[config.mk]
export PLATFORM = sky130hd
export DESIGN_NAME = oram_write_sched_flat
export DESIGN_NICKNAME = d
export VERILOG_FILES = /design/src/rtl/oram_write_sched_if.sv /design/src/rtl/oram_write_sched.sv /design/src/flat_wrapper.sv
export SDC_FILE = /design/constraint.sdc
export NUM_CORES = 1
export LEC_CHECK = 0
export CELL_PAD_IN_SITES_DETAIL_PLACEMENT = 0
export CELL_PAD_IN_SITES_GLOBAL_PLACEMENT = 1
export CORE_MARGIN = 4
export CORE_UTILIZATION = 39
export DETAILED_ROUTE_END_ITERATION = 7
export PLACE_DENSITY_LB_ADDON = 0.1
export SLEW_MARGIN = 20
export SYNTH_ARGS = -nofsm -noshare
export SYNTH_HDL_FRONTEND = slang
export SYNTH_SLANG_ARGS = --single-unit
[constraint.sdc]
create_clock -name clk -period 2.55 [get_ports clk]
set_clock_uncertainty 0.2 [all_clocks]
set_input_delay 0.6375 -clock clk [delete_from_list [all_inputs] [get_ports clk]]
set_output_delay 0.6375 -clock clk [all_outputs]
set_load 0.005 [all_outputs]
[src/rtl/oram_write_sched_if.sv]
// Handshake bundle between the translator, the output-RAM write unit and the write scheduler.
// The slave modport is the scheduler's view; master is the surrounding logic's view.
interface oram_write_sched_if #(
  parameter int DATA_W = 32,
  parameter int ADDR_W = 10
);
  logic              emit_valid;
  logic [DATA_W-1:0] emit_data;
  logic              emit_ready;
  logic              patch_valid;
  logic [ADDR_W-1:0] patch_addr;
  logic [DATA_W-1:0] patch_data;
  logic              patch_ready;
  logic              base_load;
  logic [ADDR_W-1:0] base_addr;
  logic              wr_start;
  logic [ADDR_W-1:0] wr_addr;
  logic [DATA_W-1:0] wr_data;
  logic              wr_ready;
  logic [ADDR_W-1:0] emit_ptr;
  logic              overflow;
  logic              idle;

  modport slave (
    input  emit_valid, emit_data, patch_valid, patch_addr, patch_data,
    input  base_load, base_addr, wr_ready,
    output emit_ready, patch_ready, wr_start, wr_addr, wr_data,
    output emit_ptr, overflow, idle
  );

  modport master (
    output emit_valid, emit_data, patch_valid, patch_addr, patch_data,
    output base_load, base_addr, wr_ready,
    input  emit_ready, patch_ready, wr_start, wr_addr, wr_data,
    input  emit_ptr, overflow, idle
  );
endinterface

[src/rtl/oram_write_sched.sv]
// Shares the single output-RAM write unit between sequential emit appends (via a small FIFO)
// and explicit-address branch back-patches; also owns the emit write pointer.
module oram_write_sched #(
  parameter int DATA_W     = 32,
  parameter int ADDR_W     = 10,
  parameter int FIFO_DEPTH = 4
) (
  input  logic              clk,
  input  logic              reset,
  oram_write_sched_if.slave bus
);

  localparam int PTR_W = $clog2(FIFO_DEPTH);
  localparam int CNT_W = PTR_W + 1;

  typedef enum logic [1:0] {
    S_IDLE    = 2'd0,
    S_ISSUE   = 2'd1,
    S_WAIT_LO = 2'd2,
    S_WAIT_HI = 2'd3
  } state_t;

  state_t            state_r;
  logic [DATA_W-1:0] fifo_mem_r [FIFO_DEPTH];
  logic [PTR_W-1:0]  rd_ptr_r;
  logic [PTR_W-1:0]  wr_ptr_r;
  logic [CNT_W-1:0]  count_r;
  logic [ADDR_W-1:0] emit_ptr_r;
  logic              overflow_r;
  logic              wr_start_r;
  logic [ADDR_W-1:0] wr_addr_r;
  logic [DATA_W-1:0] wr_data_r;

  logic full_s;
  logic empty_s;
  logic arb_ok_s;
  logic patch_win_s;
  logic emit_win_s;
  logic push_s;
  logic pop_s;
  logic idle_s;
  logic base_ok_s;

  // Arbitration: a patch may only win while the FIFO has room, so a full FIFO always drains first.
  always_comb begin
    full_s      = (count_r == CNT_W'(FIFO_DEPTH));
    empty_s     = (count_r == {CNT_W{1'b0}});
    arb_ok_s    = (state_r == S_IDLE) && bus.wr_ready;
    patch_win_s = arb_ok_s && bus.patch_valid && !full_s;
    emit_win_s  = arb_ok_s && !patch_win_s && !empty_s;
    push_s      = bus.emit_valid && !full_s;
    pop_s       = emit_win_s;
    idle_s      = empty_s && (state_r == S_IDLE);
    base_ok_s   = bus.base_load && idle_s && !bus.emit_valid;
  end

  assign bus.emit_ready  = !full_s;
  assign bus.patch_ready = patch_win_s;
  assign bus.idle        = idle_s;
  assign bus.wr_start    = wr_start_r;
  assign bus.wr_addr     = wr_addr_r;
  assign bus.wr_data     = wr_data_r;
  assign bus.emit_ptr    = emit_ptr_r;
  assign bus.overflow    = overflow_r;

  // FIFO storage array; contents are don't-care until the count says otherwise.
  always_ff @(posedge clk) begin
    if (push_s) begin
      fifo_mem_r[wr_ptr_r] <= bus.emit_data;
    end
  end

  // FIFO pointers and occupancy; reset empties the queue.
  always_ff @(posedge clk or negedge reset) begin
    if (!reset) begin
      rd_ptr_r <= {PTR_W{1'b0}};
      wr_ptr_r <= {PTR_W{1'b0}};
      count_r  <= {CNT_W{1'b0}};
    end else begin
      if (push_s) begin
        wr_ptr_r <= wr_ptr_r + PTR_W'(1);
      end
      if (pop_s) begin
        rd_ptr_r <= rd_ptr_r + PTR_W'(1);
      end
      case ({push_s, pop_s})
        2'b10:   count_r <= count_r + CNT_W'(1);
        2'b01:   count_r <= count_r - CNT_W'(1);
        default: count_r <= count_r;
      endcase
    end
  end

  // Emit pointer advances as each emit word is granted; sticky overflow on wrap past all-ones.
  always_ff @(posedge clk or negedge reset) begin
    if (!reset) begin
      emit_ptr_r <= {ADDR_W{1'b0}};
      overflow_r <= 1'b0;
    end else if (pop_s) begin
      emit_ptr_r <= emit_ptr_r + ADDR_W'(1);
      if (emit_ptr_r == {ADDR_W{1'b1}}) begin
        overflow_r <= 1'b1;
      end
    end else if (base_ok_s) begin
      emit_ptr_r <= bus.base_addr;
    end else begin
      emit_ptr_r <= emit_ptr_r;
    end
  end

  // Write-unit sequencer: grant, one-cycle start, then track the ready low/high handshake.
  always_ff @(posedge clk or negedge reset) begin
    if (!reset) begin
      state_r    <= S_IDLE;
      wr_start_r <= 1'b0;
      wr_addr_r  <= {ADDR_W{1'b0}};
      wr_data_r  <= {DATA_W{1'b0}};
    end else begin
      case (state_r)
        S_IDLE: begin
          if (patch_win_s) begin
            wr_addr_r  <= bus.patch_addr;
            wr_data_r  <= bus.patch_data;
            wr_start_r <= 1'b1;
            state_r    <= S_ISSUE;
          end else if (emit_win_s) begin
            wr_addr_r  <= emit_ptr_r;
            wr_data_r  <= fifo_mem_r[rd_ptr_r];
            wr_start_r <= 1'b1;
            state_r    <= S_ISSUE;
          end else begin
            wr_start_r <= 1'b0;
          end
        end
        S_ISSUE: begin
          wr_start_r <= 1'b0;
          state_r    <= S_WAIT_LO;
        end
        S_WAIT_LO: begin
          wr_start_r <= 1'b0;
          if (!bus.wr_ready) begin
            state_r <= S_WAIT_HI;
          end
        end
        S_WAIT_HI: begin
          wr_start_r <= 1'b0;
          if (bus.wr_ready) begin
            state_r <= S_IDLE;
          end
        end
        default: begin
          wr_start_r <= 1'b0;
          state_r    <= S_IDLE;
        end
      endcase
    end
  end

endmodule

[src/flat_wrapper.sv]
// flat-port wrapper written by rule: the top's interface ports become plain ports
module oram_write_sched_flat 
#(
  parameter int DATA_W     = 32,
  parameter int ADDR_W     = 10,
  parameter int FIFO_DEPTH = 4
)
  (clk, reset, bus_emit_valid, bus_emit_data, bus_patch_valid, bus_patch_addr, bus_patch_data, bus_base_load, bus_base_addr, bus_wr_ready, bus_emit_ready, bus_patch_ready, bus_wr_start, bus_wr_addr, bus_wr_data, bus_emit_ptr, bus_overflow, bus_idle);
  oram_write_sched_if #(.DATA_W(DATA_W), .ADDR_W(ADDR_W)) bus_i ();
  input  logic clk;
  input  logic reset;
  input wire logic [$bits(bus_i.emit_valid)-1:0] bus_emit_valid;
  input wire logic [$bits(bus_i.emit_data)-1:0] bus_emit_data;
  input wire logic [$bits(bus_i.patch_valid)-1:0] bus_patch_valid;
  input wire logic [$bits(bus_i.patch_addr)-1:0] bus_patch_addr;
  input wire logic [$bits(bus_i.patch_data)-1:0] bus_patch_data;
  input wire logic [$bits(bus_i.base_load)-1:0] bus_base_load;
  input wire logic [$bits(bus_i.base_addr)-1:0] bus_base_addr;
  input wire logic [$bits(bus_i.wr_ready)-1:0] bus_wr_ready;
  output wire logic [$bits(bus_i.emit_ready)-1:0] bus_emit_ready;
  output wire logic [$bits(bus_i.patch_ready)-1:0] bus_patch_ready;
  output wire logic [$bits(bus_i.wr_start)-1:0] bus_wr_start;
  output wire logic [$bits(bus_i.wr_addr)-1:0] bus_wr_addr;
  output wire logic [$bits(bus_i.wr_data)-1:0] bus_wr_data;
  output wire logic [$bits(bus_i.emit_ptr)-1:0] bus_emit_ptr;
  output wire logic [$bits(bus_i.overflow)-1:0] bus_overflow;
  output wire logic [$bits(bus_i.idle)-1:0] bus_idle;
  assign bus_i.emit_valid = bus_emit_valid;
  assign bus_i.emit_data = bus_emit_data;
  assign bus_i.patch_valid = bus_patch_valid;
  assign bus_i.patch_addr = bus_patch_addr;
  assign bus_i.patch_data = bus_patch_data;
  assign bus_i.base_load = bus_base_load;
  assign bus_i.base_addr = bus_base_addr;
  assign bus_i.wr_ready = bus_wr_ready;
  assign bus_emit_ready = bus_i.emit_ready;
  assign bus_patch_ready = bus_i.patch_ready;
  assign bus_wr_start = bus_i.wr_start;
  assign bus_wr_addr = bus_i.wr_addr;
  assign bus_wr_data = bus_i.wr_data;
  assign bus_emit_ptr = bus_i.emit_ptr;
  assign bus_overflow = bus_i.overflow;
  assign bus_idle = bus_i.idle;
  oram_write_sched #(.DATA_W(DATA_W), .ADDR_W(ADDR_W), .FIFO_DEPTH(FIFO_DEPTH)) u_core (.clk(clk), .reset(reset), .bus(bus_i));
endmodule
# After elaboration in Yosys (flattened, before gate mapping)
# Memories as Yosys holds them, arrays and structs flattened.
# Index checks and enable logic that the tools add are counted.
# W data, S select, Z words.
dict set report op_classes {
  n_addsub 5
  n_eq_ne 10
  mux 17
  n_reduce_logical 22
}
# cell n
set ops {}
lappend ops {{$mux W32} 2}
lappend ops {{$mux W10} 4}
lappend ops {{$add A10 B1 Y10 const B} 1}
lappend ops {{$eq A10 B10 Y1 const B} 1}
lappend ops {{$logic_and A1 B1 Y1} 9}
lappend ops {{$mux W2} 4}
lappend ops {{$pmux W2 S4} 1}
lappend ops {{$eq A2 B2 Y1 const B} 3}
lappend ops {{$pmux W3 S2} 1}
lappend ops {{$reduce_bool A2 Y1} 3}
lappend ops {{$add A2 B1 Y2 const B} 2}
lappend ops {{$eq A2 B1 Y1 const B} 2}
lappend ops {{$logic_not A1 Y1} 4}
lappend ops {{$mux W1} 4}
lappend ops {{$ne A2 B2 Y1 const B} 2}
lappend ops {{$reduce_and A2 Y1} 2}
lappend ops {{$add A3 B1 Y3 const B} 1}
lappend ops {{$eq A3 B3 Y1 const B} 1}
lappend ops {{$logic_not A3 Y1} 1}
lappend ops {{$ne A3 B2 Y1 const B} 1}
lappend ops {{$reduce_and A3 Y1} 1}
lappend ops {{$reduce_or A3 Y1} 1}
lappend ops {{$sub A3 B1 Y3 const B} 1}
lappend ops {{$logic_not A2 Y1} 1}
lappend ops {{$pmux W1 S2} 1}
dict set report word_totals {
  reg_bits 63
  ramBits 128
  inputBits 90
  elab_cells 64
  n_memories 1
}
# memory depth word_bits rd rd_clocked_by_memory_dff wr line
set memory_table {}
lappend memory_table {u_core.fifo_mem_r 4 32 1 0 1 oram_write_sched.sv:24} ;# logic [DATA_W-1:0] fifo_mem_r [FIFO_DEPTH];

# Depth between registers and ports, before layout
# Gate-level depths: netlist of the first run.
dict set report depth {
  depth_word 10
  ltp_mapped 12
  depth_no_buf 11
}

# Worst setup path after synthesis of the first run
# Ideal clock, no wire load.
dict set report synth_path {
  path_type {register -> register}
  start {reg u_core.count_r[0]}
  end {reg u_core.count_r[2]}
  setup_ns 0.079
  arrival_ns 2.190
  slack_ns 0.081
  path_stages_with_launch 12
  n_path_buf 2
  path_cell_list {dfrtp_1 > buf_2 > or3b_1 > buf_2 > and2_1 > inv_1 > ha_1 > inv_1 > fa_1 > xor2_1 > nor2_1 > xor2_1}
}
dict set report synth_via {
  elab_chain_cells 8
}
# element line
set synth_lines {}
lappend synth_lines {{start: declaration} oram_write_sched.sv:27} ;# logic [CNT_W-1:0] count_r;
lappend synth_lines {{start signal: assignment} oram_write_sched.sv:78} ;# count_r <= {CNT_W{1'b0}};
lappend synth_lines {{start signal: assignment} oram_write_sched.sv:87} ;# 2'b10: count_r <= count_r + CNT_W'(1);
lappend synth_lines {{start signal: assignment} oram_write_sched.sv:88} ;# 2'b01: count_r <= count_r - CNT_W'(1);
lappend synth_lines {{$eq A3 B3 Y1 *} oram_write_sched.sv:46} ;# full_s = (count_r == CNT_W'(FIFO_DEPTH));
lappend synth_lines {{$logic_not A1 Y1 *} --}
lappend synth_lines {{named net bus_emit_ready} flat_wrapper.sv:20} ;# output wire logic [$bits(bus_i.emit_ready)-1:0] bus_emit_ready;
lappend synth_lines {{$logic_and A1 B1 Y1} oram_write_sched.sv:49} ;# patch_win_s = arb_ok_s && bus.patch_valid && !full_s;
lappend synth_lines {{$logic_not A1 Y1} oram_write_sched.sv:50} ;# emit_win_s = arb_ok_s && !patch_win_s && !empty_s;
lappend synth_lines {{$logic_and A1 B1 Y1 (2 in series)} oram_write_sched.sv:50}
lappend synth_lines {{$eq A2 B1 Y1 or $eq A2 B2 Y1 (tied branches)} oram_write_sched.sv:86} ;# case ({push_s, pop_s})
lappend synth_lines {{$pmux W3 S2 or $reduce_bool A2 Y1 (tied branches)} --}
# Mark *: on every way through the listed nets, which the timed path passes. The rest lies on a longest branch.
# A chain may end at the register's enable or synchronous reset.

# Worst setup path after layout of the first run
dict set report layout_path {
  start {reg u_core.count_r[1]}
  end {out bus_patch_ready}
}
dict set report layout_via {
  elab_chain_cells 3
}
# element line
set layout_lines {}
lappend layout_lines {{$eq A3 B3 Y1} oram_write_sched.sv:46}
lappend layout_lines {{$logic_not A1 Y1} oram_write_sched.sv:49}
lappend layout_lines {{$logic_and A1 B1 Y1} oram_write_sched.sv:49}
lappend layout_lines {{end: declaration} flat_wrapper.sv:21} ;# output wire logic [$bits(bus_i.patch_ready)-1:0] bus_patch_ready;
# Every way passes these cells.

==> results of run 1 <==
sequential cells by signal, indices dropped and copies added (netlist names), 2 cells and up:
register             cells
u_core.state_r           2
u_core.rd_ptr_r          2
u_core.fifo_mem_r      128
u_core.bus.emit_ptr     10
u_core.bus.wr_data      32
u_core.count_r           3
u_core.wr_ptr_r          2
u_core.bus.wr_addr      10
power breakdown:
group          leakage [nW]  total, mW  internal (mW)  switching (mW)
clock                 0.270       2.56           1.48            1.08
sequential             1.90       4.75           4.26           0.490
combinational          1.60       4.14           2.26            1.88
total                  3.77       11.4           8.00            3.45
cells by family after synthesis:
family,count (synthesis)
fa+ha+maj,11
compound gates,69
mux,33
buf+inv,41
xor+xnor,6
flops,191
simple gates,166
routing by layer:
metal  routed length (µm)  track usage  vias to the layer above
li1                     -            -                     2269
met1                 7830        0.219                     2387
met2                 8860        0.270                      133
met3                 1190       0.0425                        4
met4                   62       0.0398                        0
met5                    0            0                        -
layout by cell type (no fill, tap or decap), types with 4 or more instances in the layout:
master	synthesis	routed
clkdlybuf4s50_1	0	140
edfxtp_1	128	128
nand2_1	93	93
dfrtp_1	63	61
nor2_1	52	51
a31oi_1	43	43
mux4_2	32	32
buf_4	1	24
clkbuf_16	0	17
inv_1	11	8
a211oi_1	8	8
ha_1	10	8
buf_12	0	8
o21ai_0	5	5
a311oi_1	5	5
clkbuf_1	12	5
dlygate4sd2_1	0	5
inv_2	1	4
and3_2	0	4
xnor2_1	4	4
path summary, 6_finish.rpt:
kind | startpoint | endpoint | slack, ns | cells past startpoint
max | u_core.count_r[1] | bus_patch_ready | 0.08 | 4
min | reset | u_core.state_r[0] | 0.11 | 1
max reg2reg | u_core.count_r[1] | u_core.count_r[2] | 0.14 | 10
min reg2reg | u_core.bus.overflow | u_core.bus.overflow | 0.27 | 1
max in group asynchronous | reset | u_core.bus.wr_data[31] | 1.44 | 2
min in group clk | u_core.bus.overflow | u_core.bus.overflow | 0.27 | 1
metrics by stage:
| step | instances | total power, mW | worst slack, ns | cell area [µm²] | TNS [ns] |
|---|---|---|---|---|---|
| 2_1_floorplan | 517 | 6.91 | 0.0805 | 7740 | 0 |
| 4_1_cts | 960 | 11.6 | 0.0224 | 10300 | 0 |
| 6_report | 964 | 11.4 | 0.0772 | 10300 | 0 |
| 3_5_place_dp | 926 | 8.91 | -0.375 | 9680 | -0.881 |
| 3_3_place_gp | 926 | 8.82 | -0.328 | 9680 | -0.804 |
| 5_1_grt | 964 | 12.2 | 0.00302 | 10300 | 0 |
layout make-up:
type	instances	area (µm²)	area share
Multi-Input combinational cell	285	2150	0.208
Clock buffer	23	458	0.0443
Timing Repair Buffer	179	1810	0.175
Tap cell	265	332	0.0321
Sequential cell	191	5420	0.525
Inverter	12	45.0	0.00436
Clock inverter	9	110	0.0107
what timing repair did:
action,in CTS,in global routing
endpoints found under the setup margin,3,2
pin swaps,2,5
setup buffers,2,4
hold buffers,0,0
hold endpoints to repair,0,0
resized for setup,12,6
==> run metrics, run 1 <==
outcome=finished clean; final setup fails=0; Final Net Count=787; simple-gate area share of the yosys netlist=0.0910; DP HPWL=roughly 11 mm; Compound-Gate Fraction of Synth Area=0.0609; Yosys reg bits=approximately 190; Leak=~3.8 nW; TritonCTS clock tree=yes; first-pass iteration count of the detailed router=4; PD cells=1110 nW/µm²; max-slew violation count=0; Remaining DRCs=0; iteration-0 DRC count of the detailed router=267; CTS Buffer Depth=2; Clock transition at path regs=0.06 ns; Synth Area in XOR/XNOR=0.00679; Clock Tree Root=clkbuf_16; initial antenna violation count=0; # fillers=between 1.5k and 2k; max_slew headroom=0.465; Fmax=a little over 0.4 GHz; WS Path Type=register to primary output; top cells by area, synth=edfxtp_1 (50%), dfrtp_1 (20%), mux4_2 (9.3%); ant diodes=0; Num CTS Buffers=17; Via density=around 5; Yosys cell types=41; Chip Width=about 150 µm; Yosys top cell area share=0.497; Syn-to-layout area delta=33.4%; largest net degree at the start of global routing=slightly below 60; clk_lat worst skew=between 0.4 and 0.5 ns; Std-Cell Core Area=a little under 20000 µm²; startpoint types=register; multiplexer share of the synthesized area=0.0946; Most used DFF post-synth=edfxtp_1; initial core utilization=0.398; Die H=~150 µm; synthesized area=a little under 8000 µm²; post-synth net total=618; Placer Congestion=about 0.83; Cells after Synth=517; share of cells above drive strength 1=0.165; Worst Hold Slack=between 0.1 and 0.15 ns; global route overflow=0; Peak supply drop=approximately 0.00049 V; CP max stage delay=approximately 0.43 ns; sequential share of the synthesized area=0.700; worst slew pin tran=~0.8 ns; post-synthesis average cell area=between 10 and 15 µm²; worst hold path class=input pin to async pin; setup repair after global routing missed its margin=no; first-pass GRT wire length=27.7 mm; required time of the critical path=1.71 ns; die area=22200 µm²; most frequent cell after synthesis=edfxtp_1; Overall Global Routing Usage=0.164; DR WL/cell=18.6 µm; top cells by count, synth=edfxtp_1 (128), nand2_1 (93), dfrtp_1 (63); top-level I/O count=147; Synth Warn #=0; H-Tree Depth=4; Max FO, Critical Path=2; total wire length after detailed routing=17.9 mm; MaxCap Viol Count=0; Finished Core Util=0.531; Crit path buffers/inverters=2; ANT nets after route=0; site row count=roughly 50; critical path capture point type=primary output; largest family of logic cells by synthesized area=multiplexers; Hold Fails Final Rpt=0; Tcrit/Tclk final=0.970; Clock Sinks=between 150 and 200; Post-synth EDFFs=between 100 and 150; slowest CP cell=or3b_4; minimum clock period=roughly 2.5 ns; synthesized-area fraction occupied by adder cells=0.0187; cell family with most CP delay=simple AND/OR/NAND/NOR gates; Synth area leader=edfxtp_1; vias in the first global route=approximately 5k; vias=4793; IO Port Bufs=between 100 and 150; critical path arrival=~1.6 ns; CP cell instances=or3b_4 > nand4_4 > inv_2 > dlygate4sd2_1; Synth async-reset ratio=0.330
No activity file was read; power rests on OpenSTA's default activity.
==> inputs of run 2 (changes only) <==
==> constraint.sdc (replaced) <==
create_clock -name clk -period 2.2 [get_ports clk]
set_clock_uncertainty 0.2 [all_clocks]
set_input_delay 0.55 -clock clk [delete_from_list [all_inputs] [get_ports clk]]
set_output_delay 0.55 -clock clk [all_outputs]
set_load 0.005 [all_outputs]
==> run metrics, run 2 (synthesis gave the netlist of run 1 again) <==
outcome=finished, violations left; failing checks=negative setup slack; max_slew headroom=0.624 (+0.159); reg2reg start=u_core.count_r[1]; DR WL/cell=18.2 µm (-2.2%); setup repair after global routing missed its margin=yes; Clock transition at path regs=0.07 ns (about the same); Leak=3.93 nW (+4.3%); Placer Congestion=0.818 (-1.2%); H-Tree Depth=4 (unchanged); clock power share=0.221 (-0.003); setup_tns=-0.282 ns (-0.282 ns); Tcrit/Tclk final=1.06; ANT nets after route=0 (unchanged); Hold Fails Final Rpt=0 (unchanged); critical path capture point type=register; final setup fails=4 (+4); Reg power frac=0.395 (-0.020); Clock Tree Root=clkbuf_16; total wire length after detailed routing=18.1 mm (+0.59%); die area=22200 µm² (unchanged); Via density=5.02 (+0.97%); Most flops, register=u_core.fifo_mem_r; Comb pwr share=0.383 (+0.022); clk_lat worst skew=0.43 ns (+0.02 ns); max reg flops=128 (unchanged); startpoint types=register; Final Net Count=814 (+3.4%); iteration-0 DRC count of the detailed router=240 (-10%); worst setup margin=-0.138 ns (-0.216 ns); global route overflow=0 (unchanged); Clock Sinks=191 (unchanged); Die H=149 µm (unchanged); ant diodes=0 (unchanged); required time of the critical path=2.35 ns (+0.64 ns); Finished Core Util=0.548 (+0.0177); R2R Path End=u_core.count_r[2]; Peak supply drop=0.000677 V (+39%); critical path arrival=2.49 ns (+0.85 ns); PD cells=1290 nW/µm² (+16%); Net Sw Frac=0.304 (+0.00235); Worst Hold Slack=0.295 ns (+0.187 ns); initial antenna violation count=0 (unchanged); WS Path Type=register to register; first-pass GRT wire length=29.2 mm (+5.3%); initial core utilization=0.398 (unchanged); Remaining DRCs=0 (unchanged); placed cell area=9930 µm² (+2.6%); Syn-to-layout area delta=37.9%; top-level I/O count=147 (unchanged); share of cells above drive strength 1=0.218 (+0.0531); max-slew violation count=0 (unchanged); TritonCTS clock tree=yes; Num CTS Buffers=17 (unchanged); Overall Global Routing Usage=0.171 (+0.00745); IO Port Bufs=146 (unchanged); Max FO, Critical Path=3 (+1); vias=4975 (+3.8%); site row count=51 (unchanged); MaxCap Viol Count=0 (unchanged); CTS Buffer Depth=2 (unchanged); internal power=9.57 mW (+20%); DP HPWL=12.4 mm (+8.3%); Setup crit end=u_core.count_r[2]; worst slew pin tran=0.559 ns (-0.243 ns); Power, Total=13.7 mW (+20%); R2R depth=10 (unchanged); Chip Width=149 µm (unchanged); worst hold path class=register to register; most common cell after layout, fill and taps aside=clkdlybuf4s50_1; crit path launch=u_core.count_r[1]; minimum clock period=2.34 ns; Std-Cell Core Area=19500 µm² (unchanged); most frequent cells in the layout=clkdlybuf4s50_1 (142), edfxtp_1 (128), nand2_1 (93); largest net degree at the start of global routing=53 (-10%); r2r setup slk=-0.14 ns (-0.28 ns); first-pass iteration count of the detailed router=4 (unchanged); vias in the first global route=5338 (+7.1%); NetSw=4.18 mW (+21%); Fmax=roughly 0.43 GHz; # fillers=1683 (+3.4%); design area=10700 µm² (+3.3%)
==> run 2: layout make-up <==
cell class | instances | area (µm²) | area share
tap | 265 | 332 | 0.0311
timing repair buffer | 206 | 2110 | 0.198
clock buffer | 18 | 429 | 0.0402
multi-input combinational | 285 | 2170 | 0.203
clock inverter | 14 | 154 | 0.0144
sequential | 191 | 5430 | 0.509
inverter | 12 | 47.5 | 0.00445
==> run 2: power by group through the flow <==
| stage | sequential [mW] | clock (mW) | combinational [mW] |
|---|---|---|---|
| floorplan | 5.47 | 0 | 2.62 |
| global placement | 5.46 | 0 | 5.06 |
| detailed placement | 5.51 | 0 | 5.12 |
| CTS | 5.46 | 3.12 | 5.30 |
| global route | 5.56 | 3.27 | 5.80 |
| finish | 5.43 | 3.04 | 5.27 |
==> run 2: what timing repair did <==
action                                  CTS  global route
pin swaps                                 9             2
hold buffers                              1             0
endpoints found under the setup margin   20            26
buffers inserted                          7             5
gates resized for setup                  29             6
hold endpoints to repair                 18             0
gates cloned                              0             0
==> run 2: metal layers <==
layer  global-route usage  routed length, µm
met2                0.284               9040
met5                    0                  0
met4               0.0481                208
met3               0.0386                978
met1                0.229               7830
==> run 2: through the flow <==
step           std cells  worst slack [ns]
2_1_floorplan        517            -0.162
3_3_place_gp         947            -0.485
3_5_place_dp         947            -0.526
4_1_cts              987            -0.152
5_1_grt              991            -0.227
6_report             991            -0.138
==> run 2: critical path, cell delays in order, from the launching register on <==
cell,delay (ns)
dfrtp_1,0.40
or3b_4,0.44
buf_6,0.13
and2_4,0.13
inv_2,0.06
ha_4,0.13
inv_2,0.03
fa_2,0.32
xor2_1,0.14
nor2_1,0.11
xor2_1,0.16
==> run 2: worst min path at each step <==
stage | cells after the start | to | start
floorplan | 0 | u_core.bus.emit_ptr[0] | reset
global placement | 1 | u_core.state_r[0] | reset
detailed placement | 1 | u_core.state_r[0] | reset
CTS | 1 | u_core.bus.overflow | u_core.bus.overflow
global route | 1 | u_core.bus.overflow | u_core.bus.overflow
finish | 1 | u_core.bus.overflow | u_core.bus.overflow
